### src/rtl/tcp_rx_app_idx_tables.sv
// Per-flow RX head/commit index tables. They are swept to zero after reset, serve three
// independent 1-cycle read ports, and take app head writes, engine commit writes and new-flow clears.
module tcp_rx_app_idx_tables #(
  parameter int FLOW_W = 3,
  parameter int IDX_W  = 16
) (
  input  logic              clk,
  input  logic              rst,

  input  logic              app_rx_head_idx_wr_req_val,
  input  logic [FLOW_W-1:0] app_rx_head_idx_wr_req_addr,
  input  logic [IDX_W-1:0]  app_rx_head_idx_wr_req_data,
  output logic              rx_head_idx_app_wr_req_rdy,

  input  logic              app_rx_head_idx_rd_req_val,
  input  logic [FLOW_W-1:0] app_rx_head_idx_rd_req_addr,
  output logic              rx_head_idx_app_rd_req_rdy,
  output logic              rx_head_idx_app_rd_resp_val,
  output logic [IDX_W-1:0]  rx_head_idx_app_rd_resp_data,
  input  logic              app_rx_head_idx_rd_resp_rdy,

  input  logic              app_rx_commit_idx_rd_req_val,
  input  logic [FLOW_W-1:0] app_rx_commit_idx_rd_req_addr,
  output logic              rx_commit_idx_app_rd_req_rdy,
  output logic              rx_commit_idx_app_rd_resp_val,
  output logic [IDX_W-1:0]  rx_commit_idx_app_rd_resp_data,
  input  logic              app_rx_commit_idx_rd_resp_rdy,

  input  logic              engine_rx_commit_idx_wr_req_val,
  input  logic [FLOW_W-1:0] engine_rx_commit_idx_wr_req_addr,
  input  logic [IDX_W-1:0]  engine_rx_commit_idx_wr_req_data,
  output logic              rx_commit_idx_engine_wr_req_rdy,

  input  logic              engine_rx_head_idx_rd_req_val,
  input  logic [FLOW_W-1:0] engine_rx_head_idx_rd_req_addr,
  output logic              rx_head_idx_engine_rd_req_rdy,
  output logic              rx_head_idx_engine_rd_resp_val,
  output logic [IDX_W-1:0]  rx_head_idx_engine_rd_resp_data,
  input  logic              engine_rx_head_idx_rd_resp_rdy,

  input  logic              new_flow_val,
  input  logic [FLOW_W-1:0] new_flow_flowid,
  output logic              new_flow_rdy
);

  // Handshake: a transfer happens on any cycle where val & rdy are both high at the
  // clock edge. A response, once valid, holds its data until resp_rdy is seen high.

  localparam int DEPTH = 1 << FLOW_W;

  typedef enum logic {
    ST_INIT = 1'b0,
    ST_RUN  = 1'b1
  } state_e;

  state_e            state_q, state_d;
  logic [FLOW_W-1:0] sweep_q, sweep_d;

  logic [IDX_W-1:0]  head_q   [DEPTH];
  logic [IDX_W-1:0]  head_d   [DEPTH];
  logic [IDX_W-1:0]  commit_q [DEPTH];
  logic [IDX_W-1:0]  commit_d [DEPTH];

  logic              hr_val_q, hr_val_d;
  logic [IDX_W-1:0]  hr_data_q, hr_data_d;
  logic              cr_val_q, cr_val_d;
  logic [IDX_W-1:0]  cr_data_q, cr_data_d;
  logic              er_val_q, er_val_d;
  logic [IDX_W-1:0]  er_data_q, er_data_d;

  logic run;
  logic head_wr_fire, commit_wr_fire, new_flow_fire;
  logic hr_fire, cr_fire, er_fire;

  assign run = (state_q == ST_RUN);

  assign new_flow_rdy                    = run;
  assign rx_head_idx_app_wr_req_rdy      = run & ~new_flow_val;
  assign rx_commit_idx_engine_wr_req_rdy = run & ~new_flow_val;

  assign rx_head_idx_app_rd_req_rdy    = run & (~hr_val_q | app_rx_head_idx_rd_resp_rdy);
  assign rx_commit_idx_app_rd_req_rdy  = run & (~cr_val_q | app_rx_commit_idx_rd_resp_rdy);
  assign rx_head_idx_engine_rd_req_rdy = run & (~er_val_q | engine_rx_head_idx_rd_resp_rdy);

  assign new_flow_fire  = new_flow_val & new_flow_rdy;
  assign head_wr_fire   = app_rx_head_idx_wr_req_val & rx_head_idx_app_wr_req_rdy;
  assign commit_wr_fire = engine_rx_commit_idx_wr_req_val & rx_commit_idx_engine_wr_req_rdy;

  assign hr_fire = app_rx_head_idx_rd_req_val & rx_head_idx_app_rd_req_rdy;
  assign cr_fire = app_rx_commit_idx_rd_req_val & rx_commit_idx_app_rd_req_rdy;
  assign er_fire = engine_rx_head_idx_rd_req_val & rx_head_idx_engine_rd_req_rdy;

  // head_d/commit_d hold the post-write table contents; reads sample them for write-first bypass.
  always_comb begin
    state_d  = state_q;
    sweep_d  = sweep_q;
    head_d   = head_q;
    commit_d = commit_q;
    if (state_q == ST_INIT) begin
      head_d[sweep_q]   = '0;
      commit_d[sweep_q] = '0;
      sweep_d           = sweep_q + 1'b1;
      if (sweep_q == {FLOW_W{1'b1}}) begin
        state_d = ST_RUN;
      end
    end else begin
      if (head_wr_fire) begin
        head_d[app_rx_head_idx_wr_req_addr] = app_rx_head_idx_wr_req_data;
      end
      if (commit_wr_fire) begin
        commit_d[engine_rx_commit_idx_wr_req_addr] = engine_rx_commit_idx_wr_req_data;
      end
      if (new_flow_fire) begin
        head_d[new_flow_flowid]   = '0;
        commit_d[new_flow_flowid] = '0;
      end
    end
  end

  always_comb begin
    hr_val_d  = hr_val_q;
    hr_data_d = hr_data_q;
    if (hr_fire) begin
      hr_val_d  = 1'b1;
      hr_data_d = head_d[app_rx_head_idx_rd_req_addr];
    end else if (app_rx_head_idx_rd_resp_rdy) begin
      hr_val_d  = 1'b0;
    end
  end

  always_comb begin
    cr_val_d  = cr_val_q;
    cr_data_d = cr_data_q;
    if (cr_fire) begin
      cr_val_d  = 1'b1;
      cr_data_d = commit_d[app_rx_commit_idx_rd_req_addr];
    end else if (app_rx_commit_idx_rd_resp_rdy) begin
      cr_val_d  = 1'b0;
    end
  end

  always_comb begin
    er_val_d  = er_val_q;
    er_data_d = er_data_q;
    if (er_fire) begin
      er_val_d  = 1'b1;
      er_data_d = head_d[engine_rx_head_idx_rd_req_addr];
    end else if (engine_rx_head_idx_rd_resp_rdy) begin
      er_val_d  = 1'b0;
    end
  end

  always_ff @(posedge clk) begin
    if (rst) begin
      state_q  <= ST_INIT;
      sweep_q  <= '0;
      hr_val_q <= 1'b0;
      cr_val_q <= 1'b0;
      er_val_q <= 1'b0;
    end else begin
      state_q  <= state_d;
      sweep_q  <= sweep_d;
      hr_val_q <= hr_val_d;
      cr_val_q <= cr_val_d;
      er_val_q <= er_val_d;
    end
  end

  // Table contents and response data need no reset: the sweep clears the tables and
  // the data registers are only observed while their valid flag is set.
  always_ff @(posedge clk) begin
    head_q    <= head_d;
    commit_q  <= commit_d;
    hr_data_q <= hr_data_d;
    cr_data_q <= cr_data_d;
    er_data_q <= er_data_d;
  end

  assign rx_head_idx_app_rd_resp_val      = hr_val_q;
  assign rx_head_idx_app_rd_resp_data     = hr_data_q;
  assign rx_commit_idx_app_rd_resp_val    = cr_val_q;
  assign rx_commit_idx_app_rd_resp_data   = cr_data_q;
  assign rx_head_idx_engine_rd_resp_val   = er_val_q;
  assign rx_head_idx_engine_rd_resp_data  = er_data_q;

endmodule

### config.mk
export PLATFORM = sky130hd
export DESIGN_NAME = tcp_rx_app_idx_tables
export DESIGN_NICKNAME = d
export VERILOG_FILES = /design/src/rtl/tcp_rx_app_idx_tables.sv
export SDC_FILE = /design/constraint.sdc
export NUM_CORES = 1
export LEC_CHECK = 0
export CAP_MARGIN = 20
export CORE_MARGIN = 8
export CORE_UTILIZATION = 58
export DETAILED_ROUTE_END_ITERATION = 10
export MAX_ROUTING_LAYER = met4
export PLACE_DENSITY = 0.9
export SLEW_MARGIN = 15
export SYNTH_ARGS = -nofsm -noshare
export SYNTH_HDL_FRONTEND = slang
export SYNTH_SLANG_ARGS = --single-unit
### constraint.sdc
create_clock -name clk -period 3.1 [get_ports clk]
set_clock_uncertainty 0.15 [all_clocks]
set_input_delay 0.465 -clock clk [delete_from_list [all_inputs] [get_ports clk]]
set_output_delay 0.465 -clock clk [all_outputs]
set_load 0.05 [all_outputs]
==> results.yml <==
clock_network:
  htreeDepth: 1
  ctsHoldBuffers: 0
  clk_pin_slew_ps: 60
  cts_buffer_depth: 3
  cts_buffers: 31
  root_buffer: "clkbuf_16"
  clkLatencyLatePin_ps: 560
  cts_num_sinks: 311
  cts_resized: 0
  cts_tree: "yes"
  cts_setup_buffers: 0
power:
  power.density_nw_per_um2: 527
  p_total_uw: 9160
  peakVddDrop_v: 0.000454
  p_leak_uw: 0.00681
worst_setup_path:
  r2r_setup_slack_ps: 290
  crit_required_ps: 2480
  end_kind: "output port"
  critical_path_class: "reg -> out"
  worstPathMaxFanout: 23
  start_kind: "flop"
  arrival_ps: 2410
route:
  totalWireLength_um: 45600
  drc: 0
  ant_nets: 0
  dr_total_vias: 13340
  drtIter0Drc: 2053
  wl_per_cell_um: 24.7
  first_pass_iters: 6
  viasPerCell: 7.23
logic_synthesis:
  synth_top_cell_by_area: "dfxtp_1"
  synthDistinctLibCells: 67
  ys_async_sr_fraction: 0
  yosysMostFrequentCell: "dfxtp_1"
  yosys-top-cells-area: "dfxtp_1, a22o_1, edfxtp_1"
  synthSimpleGateAreaFrac: 0.101
  ys_seq_elements: 311
  syn_inst: 1369
  synth-edff-count: 48
  yosysSeqAreaShare: 0.480
  synth_ff_type: "dfxtp_1"
  synthMuxAreaShare: 0.0117
  syn_avg_cell_area_um2: 10.2
  synth_warnings: 0
  netlist_area_um2: 14000
  synth_compound_area_frac: 0.345
  yosys-top-cells-count: "dfxtp_1, a22o_1, a221oi_1"
  yosys.area_share.adder: 0.00179
  synth_xor_xnor_area_share: 0.000627
  synth_top_family_by_area: "compound AO/OA/AOI/OAI gates"
  synthesis.nets: 1432
  netlist.area_leader.share: 0.377
cells_and_area:
  fillerInstances: 1615
  final-seq-area_um2: 6710
  synthToLayoutAreaGrowth_pct: 24.4
  nets: 1564
  instances_no_fill: 1846
  drive_gt1_frac: 0.160
  multiInputGateArea_um2: 6470
placed_design:
  portBuffers: 117
  dp_worst_setup_slack_ps: -185
  place.gp.congestion: 1.00
  place_inst: 1787
  hpwlAfterDp_um: 29700
global_routing:
  antenna_found_initial: 1
  grt_pass1_vias: 12990
  grt_max_degree: 33
  overflow: 0
  grt_usage: 0.313
  grt_pass1_wl_um: 71500
job:
  maxCapViolations: 0
sta:
  period_needed_ps: 3030
  max_freq_mhz: 330
  final-hold-violation-count: 0
  holdWs_ps: 318
  rsz0062_at_grt: "false"
  setup_ws_ps: 73.7
  period_share: 0.976
  setup_viol_count_final: 0
  slew_violations: 0
  max-slew-margin-rel: 0.279
  tightest_slew_ps: 1080
floorplan:
  initial_utilization: 0.593
  die_w_um: 171
  ioPinCount: 118
  die_h_um: 171
  core_um2: 23500
  die_area_um2: 29300
  rows: 56
run_status:
  outcome: "finished clean"
min_path:
  hp-class: "reg -> reg"
per-layer routing:
| metal | wire length (µm) | global-route usage | part of all wire |
|---|---|---|---|
| met4 | 2490 | 0.165 | 0.055 |
| met3 | 4760 | 0.0498 | 0.10 |
| met5 | 0 | - | 0 |
| met1 | 16600 | 0.372 | 0.36 |
| met2 | 21700 | 0.507 | 0.48 |
through the flow:
stage               setup TNS, ps  cell area [µm²]   util
floorplan                       0            14000      -
global placement             -677            16200  0.689
detailed placement          -2140            16200  0.689
CTS                             0            17400  0.738
global route                    0            17400  0.738
finish                          0            17400  0.738
flip-flops by register name, summed over array words and instances (netlist names):
register,cells
commit_q,128
head_q,128
new_flow_rdy,1
rx_commit_idx_app_rd_resp_data,16
rx_commit_idx_app_rd_resp_val,1
rx_head_idx_app_rd_resp_data,16
rx_head_idx_app_rd_resp_val,1
rx_head_idx_engine_rd_resp_data,16
rx_head_idx_engine_rd_resp_val,1
sweep_q,3
placed cells by master, fill, tap and decap left out, drive strengths merged, types with 13 or more instances in the layout:
cell           instances
dfxtp                263
a22o                 202
buf                  142
a221oi               133
clkdlybuf4s50        115
nor2                  65
inv                   57
a22oi                 50
edfxtp                48
clkbuf                45
nand2                 35
o22ai                 34
nand2b                25
and3                  24
nand3                 21
o21ai                 21
o2111ai               20
a21oi                 19
o22a                  17
a221o                 15
or2                   13
cell families (layout without fill, tap and decap cells):
logic type	Yosys count	count (layout)
compound gates	578	578
simple gates	251	251
xor+xnor	1	1
mux	12	12
buf+inv	214	371
fa+ha+maj	2	2
flops	311	311
other cells	0	1
final timing paths:
kind,start,endpoint,depth (start not counted)
setup / recovery,new_flow_rdy,rx_head_idx_app_rd_req_rdy,3
hold / removal,commit_q[23],commit_q[23],1
setup reg to reg,new_flow_rdy,rx_commit_idx_app_rd_resp_data[2],8
hold reg to reg,commit_q[23],commit_q[23],1
critical path, cell delays in order (launching register included):
cell	delay, ps
dfxtp_2	520
buf_4	320
and2_2	210
clkdlybuf4s50_1	800
where the power goes:
part | switching [µW] | internal (µW) | leakage, µW
clock network | 1620 | 2440 | 0.000554
logic | 544 | 363 | 0.00372
registers | 38.4 | 4150 | 0.00254
final cells by class:
cell class | instances | area share
tap | 319 | 0.0230
clock inverter | 13 | 0.00908
inverter | 56 | 0.0121
clock buffer | 45 | 0.0561
sequential | 311 | 0.386
antenna | 1 | 0.000144
timing repair buffer | 257 | 0.141
multi-input combinational | 844 | 0.373
(Power assumes the default switching activity.)
